`src/rtl/issue_cmd_fifo.sv`:
```
// issue_cmd_fifo: DRAM command FIFO that enforces tCCD spacing between column pops
// Ports: clk, power_on_rst_n (async, active-low); push_valid/push_cmd/push_ready for enqueue;
//        cmd_valid/cmd/cmd_ready toward the bus driver; fifo_count, full, empty for status.
package issue_cmd_pkg;
    typedef enum logic [3:0] {
        ATCMD_NOP       = 4'd0,
        ATCMD_ACTIVE    = 4'd1,
        ATCMD_PRECHARGE = 4'd2,
        ATCMD_PREA      = 4'd3,
        ATCMD_READ      = 4'd4,
        ATCMD_WRITE     = 4'd5,
        ATCMD_RDA       = 4'd6,
        ATCMD_WRA       = 4'd7,
        ATCMD_REFRESH   = 4'd8,
        ATCMD_ZQCS      = 4'd9
    } sch_cmd_t;
    typedef struct packed {
        sch_cmd_t    cmd;
        logic [15:0] row;
        logic [9:0]  col;
        logic [2:0]  bank;
    } issue_fifo_cmd_in_t;
endpackage

module issue_cmd_fifo
    import issue_cmd_pkg::*;
#(
    parameter int DEPTH = 8,
    parameter int TCCD  = 4
) (
    input  logic                     clk,
    input  logic                     power_on_rst_n,
    input  logic                     push_valid,
    input  issue_fifo_cmd_in_t       push_cmd,
    output logic                     push_ready,
    output logic                     cmd_valid,
    output issue_fifo_cmd_in_t       cmd,
    input  logic                     cmd_ready,
    output logic [$clog2(DEPTH):0]   fifo_count,
    output logic                     full,
    output logic                     empty
);
    localparam int AW = $clog2(DEPTH);
    localparam int CW = $clog2(TCCD) + 1;
    issue_fifo_cmd_in_t mem [DEPTH];
    issue_fifo_cmd_in_t head;
    logic [AW-1:0] wr_ptr, rd_ptr;
    logic [CW-1:0] ccd_cnt;
    logic head_col, push_fire, pop_fire;
    always_comb begin
        head       = mem[rd_ptr];
        head_col   = head.cmd inside {ATCMD_READ, ATCMD_WRITE, ATCMD_RDA, ATCMD_WRA};
        full       = fifo_count == (AW+1)'(DEPTH);
        empty      = fifo_count == '0;
        push_ready = !full;
        // Only column heads wait on the spacing counter; others bypass it.
        cmd_valid  = !empty && !(head_col && ccd_cnt != '0);
        cmd        = cmd_valid ? head : '0;
        push_fire  = push_valid && push_ready;
        pop_fire   = cmd_valid && cmd_ready;
    end
    always_ff @(posedge clk) begin
        if (push_fire) mem[wr_ptr] <= push_cmd;
    end
    always_ff @(posedge clk or negedge power_on_rst_n) begin
        if (!power_on_rst_n) begin
            wr_ptr     <= '0;
            rd_ptr     <= '0;
            fifo_count <= '0;
            ccd_cnt    <= '0;
        end else begin
            wr_ptr     <= push_fire ? wr_ptr + AW'(1) : wr_ptr;
            rd_ptr     <= pop_fire ? rd_ptr + AW'(1) : rd_ptr;
            fifo_count <= (push_fire && !pop_fire) ? fifo_count + (AW+1)'(1) :
                          (!push_fire && pop_fire) ? fifo_count - (AW+1)'(1) : fifo_count;
            ccd_cnt    <= (pop_fire && head_col) ? CW'(TCCD - 1) :
                          (ccd_cnt != '0) ? ccd_cnt - CW'(1) : ccd_cnt;
        end
    end
endmodule
```
`config.mk`:
```
export PLATFORM = sky130hd
export DESIGN_NAME = issue_cmd_fifo
export DESIGN_NICKNAME = d
export VERILOG_FILES = /design/src/rtl/issue_cmd_fifo.sv
export SDC_FILE = /design/constraint.sdc
export NUM_CORES = 1
export LEC_CHECK = 0
export CORE_MARGIN = 10
export CORE_UTILIZATION = 40
export CTS_BUF_LIST = sky130_fd_sc_hd__clkbuf_2 sky130_fd_sc_hd__clkbuf_4 sky130_fd_sc_hd__clkbuf_8
export CTS_CLUSTER_SIZE = 16
export DETAILED_ROUTE_END_ITERATION = 12
export PLACE_DENSITY = 0.61
export SKIP_LAST_GASP = 1
export SYNTH_ARGS = -nofsm -noshare
export SYNTH_HDL_FRONTEND = slang
export SYNTH_SLANG_ARGS = --single-unit
export TNS_END_PERCENT = 50
```
`constraint.sdc`:
```
create_clock -name clk -period 4.7 [get_ports clk]
set_clock_uncertainty 0.2 [all_clocks]
set_input_delay 0.705 -clock clk [delete_from_list [all_inputs] [get_ports clk]]
set_output_delay 0.705 -clock clk [all_outputs]
set_load 0.03 [all_outputs]
```
* Yosys cells after proc, flatten, opt, wreduce, memory -nomap -nowiden
Memory sizes are Yosys's and may differ from the RTL's. Cells that the tools add are included.
Word-level totals: bits of input ports 37, latch bits 0, bits in read-only memories 0, flip-flop bits (word level) 13, memories kept 1, bits in writable memories 264, output and inout port bits 41
Memories:
- mem | depth 8, bits a word 33, read ports 1, clocked after Yosys merged registers in 0, write ports 1, RTL line 45 | issue_fifo_cmd_in_t mem [DEPTH];
Operators by class: mux-type cells 7, add/subtract/negate cells 5, $lt $le $gt $ge 0, bitwise gates (word level) 0, $mul 0, reduce and logical (&&, ||, !) cells 17, eq/ne operators 5, shifts and indexed selects 0, div/mod/pow operators 0
Operator list (number):
- 33-bit 2-to-1 mux | 1
- 4-bit by 3-bit equality test with 1-bit output (second input constant) | 4
- 4-bit 2-to-1 mux | 2
- 1-bit logical AND | 7
- 3-bit by 1-bit adder with 3-bit output (second input constant) | 2
- 3-bit 2-to-1 mux | 2
- 1-bit logical NOT | 5
- 4-bit by 1-bit adder with 4-bit output (second input constant) | 1
- 4-bit equality test (second input constant) | 1
- 4-bit logical NOT | 1
- 2-bit nonzero test | 2
- 4-bit nonzero test | 1
- 4-bit by 1-bit subtractor with 4-bit output (second input constant) | 1
- 3-bit nonzero test | 1
- 3-bit by 1-bit subtractor with 3-bit output (second input constant) | 1
- 1-bit 2-to-1 mux | 2

* Depth between registers and ports, before layout
An unclocked memory read counts as a cell.
depth in word-level cells 10, mapped depth 13, mapped depth without buffers 13

* Worst setup path after synthesis
Ideal clock, no wire load.
path kind flip-flop to flip-flop, start register fifo_count[0], end memory mem[0][0] in the netlist's numbering, enable pin, setup time 0.464 ns, required time 4.036 ns, arrival time 3.742 ns, stages on the path, launching flop included 7, buffers on the path 1, clock period less this slack 4.406 ns, slack 0.294 ns, path through dfrtp_1 -> nor3_1 -> nand2_1 -> and2_1 -> clkbuf_1 -> nand2b_1 -> nor3_1
Between the ends: longest elaborated chain between the ends 5
RTL lines:
- from (decl) | RTL line 39 | output logic [$clog2(DEPTH):0] fifo_count,
- from (signal assigned) | RTL line 74 | fifo_count <= (push_fire && !pop_fire) ? fifo_count + (AW+1)'(1) :
- 4-bit equality test | RTL line 53 | full = fifo_count == (AW+1)'(DEPTH);
- 1-bit logical NOT | RTL line 55 | push_ready = !full;
- named net push_ready | RTL line 35 | output logic push_ready,
- 1-bit logical AND | RTL line 59 | push_fire = push_valid && push_ready;
- named net push_fire | RTL line 49 | logic head_col, push_fire, pop_fire;
- 1-bit 2-to-1 mux | RTL line 63 | if (push_fire) mem[wr_ptr] <= push_cmd;
- 1-bit 2-to-1 mux (not written as such) | RTL line 63
- to (decl) | RTL line 45
The timed path passes the listed nets, and every way through them passes these cells.

==> out/metrics.yaml <==
status: "completed"
core-area_mm2: 0.0267
cts_made_buffers: 46
r2r_cells: 12
clk_latency_ns: 0.55
cp_max_fo: 20
ctsResizeCount: 0
arrival_ns: 3.53
synth-seq-area-share: 0.765
yosysUniqueCellTypes: 34
syn_avg_cell_area_um2: 21.8
cts_setup_buffers: 0
dieArea_mm2: 0.0340
power_switching_mw: 3.22
port_buffers: 77
rsz0062_at_grt: "no"
rrSetupSlack_ns: 1.33
place_congestion: 0.720
rows: 60
crit_path_start_kind: "flop"
holdCritPathClass: "flop to flop"
drc: 0
hold_depth: 1
syn2layout_area_growth_pct: 19.8
ios: 78
internal-power_mw: 5.83
final-max-slew-violation-count: 0
first_pass_iters: 4
cp.required_ns: 3.80
grt_pass1_wl_um: 33400
drive_above_1_share: 0.265
max-cap-violations: 0
overflow: 0
synth_edf_count: 264
grt_max_degree: 49
r2r-start: "rd_ptr[0]"
ys_ff_latch: 277
finalHoldViolCount: 0
min_to: "fifo_count[3]"
r2r-end: "fifo_count[3]"
holdWs_ns: 0.317
instances_no_fill: 988
dp_cells: 906
crit_type: "flop to output port"
routedWlPerCell_um: 22.1
yosysWarnings: 0
clockBufferDepth: 3
leakage_nw: 4.29
power.density_mw_per_mm2: 699
grt_pass1_vias: 5555
root_buffer: "clkbuf_8"
drt.antenna.violating_nets: 0
synthArstFlopShare: 0.0469
min_period_ns: 4.43
clock-sinks: 277
drt-total-wl_um: 21900
p_sw_frac: 0.356
comb_power_share: 0.416
clockPowerShare: 0.214
antenna_found_initial: 2
cts_max_level: 2
relSlewSlack: 0.500
nets: 658
pwr-share-seq: 0.370
syn_inst: 495
min_from: "fifo_count[3]"
drt_iter0_markers: 335
cts_tree: "built"
synthFlopType: "edfxtp_1"
cts_hold_buf: 0
dp_hpwl_um: 12400
clk_pin_slew_ns: 0.05
tightest_slew_ns: 0.748
grt_use_total: 0.131
ir_worst_vdd_v: 0.000421
vias: 5047
syn_area_mm2: 0.0108
setup_viol: 0
chipWidth_um: 184
period_share: 0.943
max_freq_mhz: 226
avgViaCountPerCell: 5.11
initial_core_util: 0.404
endpoint_kind: "output port"
tns_ns: 0
syn_nets: 540
fp.dieH_um: 184
-- cells in the mapped netlist, drive strengths merged, types with 2 or more instances --
library cell  instances  share of area
a21oi                 2        0.00093
buf                  18          0.011
clkbuf                4         0.0014
dfrtp                13          0.030
edfxtp              264           0.73
ha                    7         0.0081
inv                   7         0.0024
mux2                  5         0.0056
mux2i                32          0.031
mux4                 66           0.14
nand2                10         0.0037
nand2b                4         0.0023
nor2                 42          0.015
nor3                  3         0.0014
xnor2                 5         0.0041
xor2                  3         0.0024
-- kinds of logic after synthesis --
kind of cell,after synthesis,share of synthesized area
compound gates,7,0.00545
xor+xnor,8,0.00649
fa+ha+maj,8,0.00997
buf+inv,29,0.0146
flops,277,0.765
mux,103,0.174
simple gates,63,0.0248
-- registers in the layout, indices dropped and copies added (netlist names) --
signal and flops:
ccd_cnt 3, mem 264, wr_ptr 3, fifo_count 4
rd_ptr 3
-- worst max-delay path, stage by stage, from the launching register on --
cell	delay, ns
dfrtp_4	0.69
mux4_2	0.59
mux2i_4	0.28
nand3_2	0.11
nand2_2	0.43
buf_12	0.22
nor2_1	0.06
clkdlybuf4s50_1	0.60
-- final cells by class --
| class | instances | area [µm²] |
|---|---|---|
| diodes | 1 | 2.50 |
| clock buffers | 63 | 761 |
| clock inverters | 18 | 80.1 |
| fillers | 2187 | 13800 |
| inverters | 7 | 26.3 |
| multi-input cells | 189 | 2440 |
| flip-flops and latches | 277 | 8260 |
| well taps | 341 | 427 |
| repair buffers | 92 | 933 |
-- routing by layer --
layer	up-vias	wire (µm)	global-route usage
met3	36	1260	0.0319
met4	2	411	0.0442
met2	128	11100	0.222
li1	2266	-	-
met1	2615	9060	0.160
met5	-	13	0
-- worst max-delay path by stage --
stage               depth (start not counted)        end          start
floorplan                                   6  mem[0][0]  fifo_count[0]
global placement                            7    cmd[27]      rd_ptr[0]
detailed placement                          7    cmd[22]      rd_ptr[0]
CTS                                         7    cmd[22]      rd_ptr[0]
global route                                7    cmd[22]      rd_ptr[0]
finish                                      7    cmd[22]      rd_ptr[0]
-- per-stage QoR --
step           power (mW)  utilization  worst slack [ns]  instance area (µm²)
2_1_floorplan        5.85            -             0.294                10800
3_3_place_gp         7.19        0.452             0.817                12100
3_5_place_dp         7.25        0.452             0.773                12100
4_1_cts              9.22        0.484             0.195                12900
5_1_grt              9.54        0.484            0.0627                12900
6_report             9.04        0.484             0.266                12900
-- power groups by stage --
stage / clock, mW / combinational (mW) / sequential (mW)
finish: 1.94 / 3.76 / 3.34
global route: 2.12 / 4.03 / 3.39
CTS: 2.00 / 3.86 / 3.35
detailed placement: 0 / 3.85 / 3.40
global placement: 0 / 3.82 / 3.38
floorplan: 0 / 2.52 / 3.32
-- layout by cell type (no fill, tap or decap), types with 2 or more instances in the layout --
cell type        count
a21oi_1              2
buf_12               4
buf_4               11
clkbuf_4            17
clkbuf_8            46
clkdlybuf4s50_1     77
clkinv_1            11
clkinv_2             6
dfrtp_1             10
dfrtp_4              2
edfxtp_1           264
ha_1                 7
inv_1                6
mux2_2               3
mux2i_1             31
mux4_2              66
nand2_1              9
nand2b_1             4
nor2_1              36
nor2_4               6
nor3_2               2
xnor2_1              5
xor2_1               3
Power figures use the tool's default switching activity.
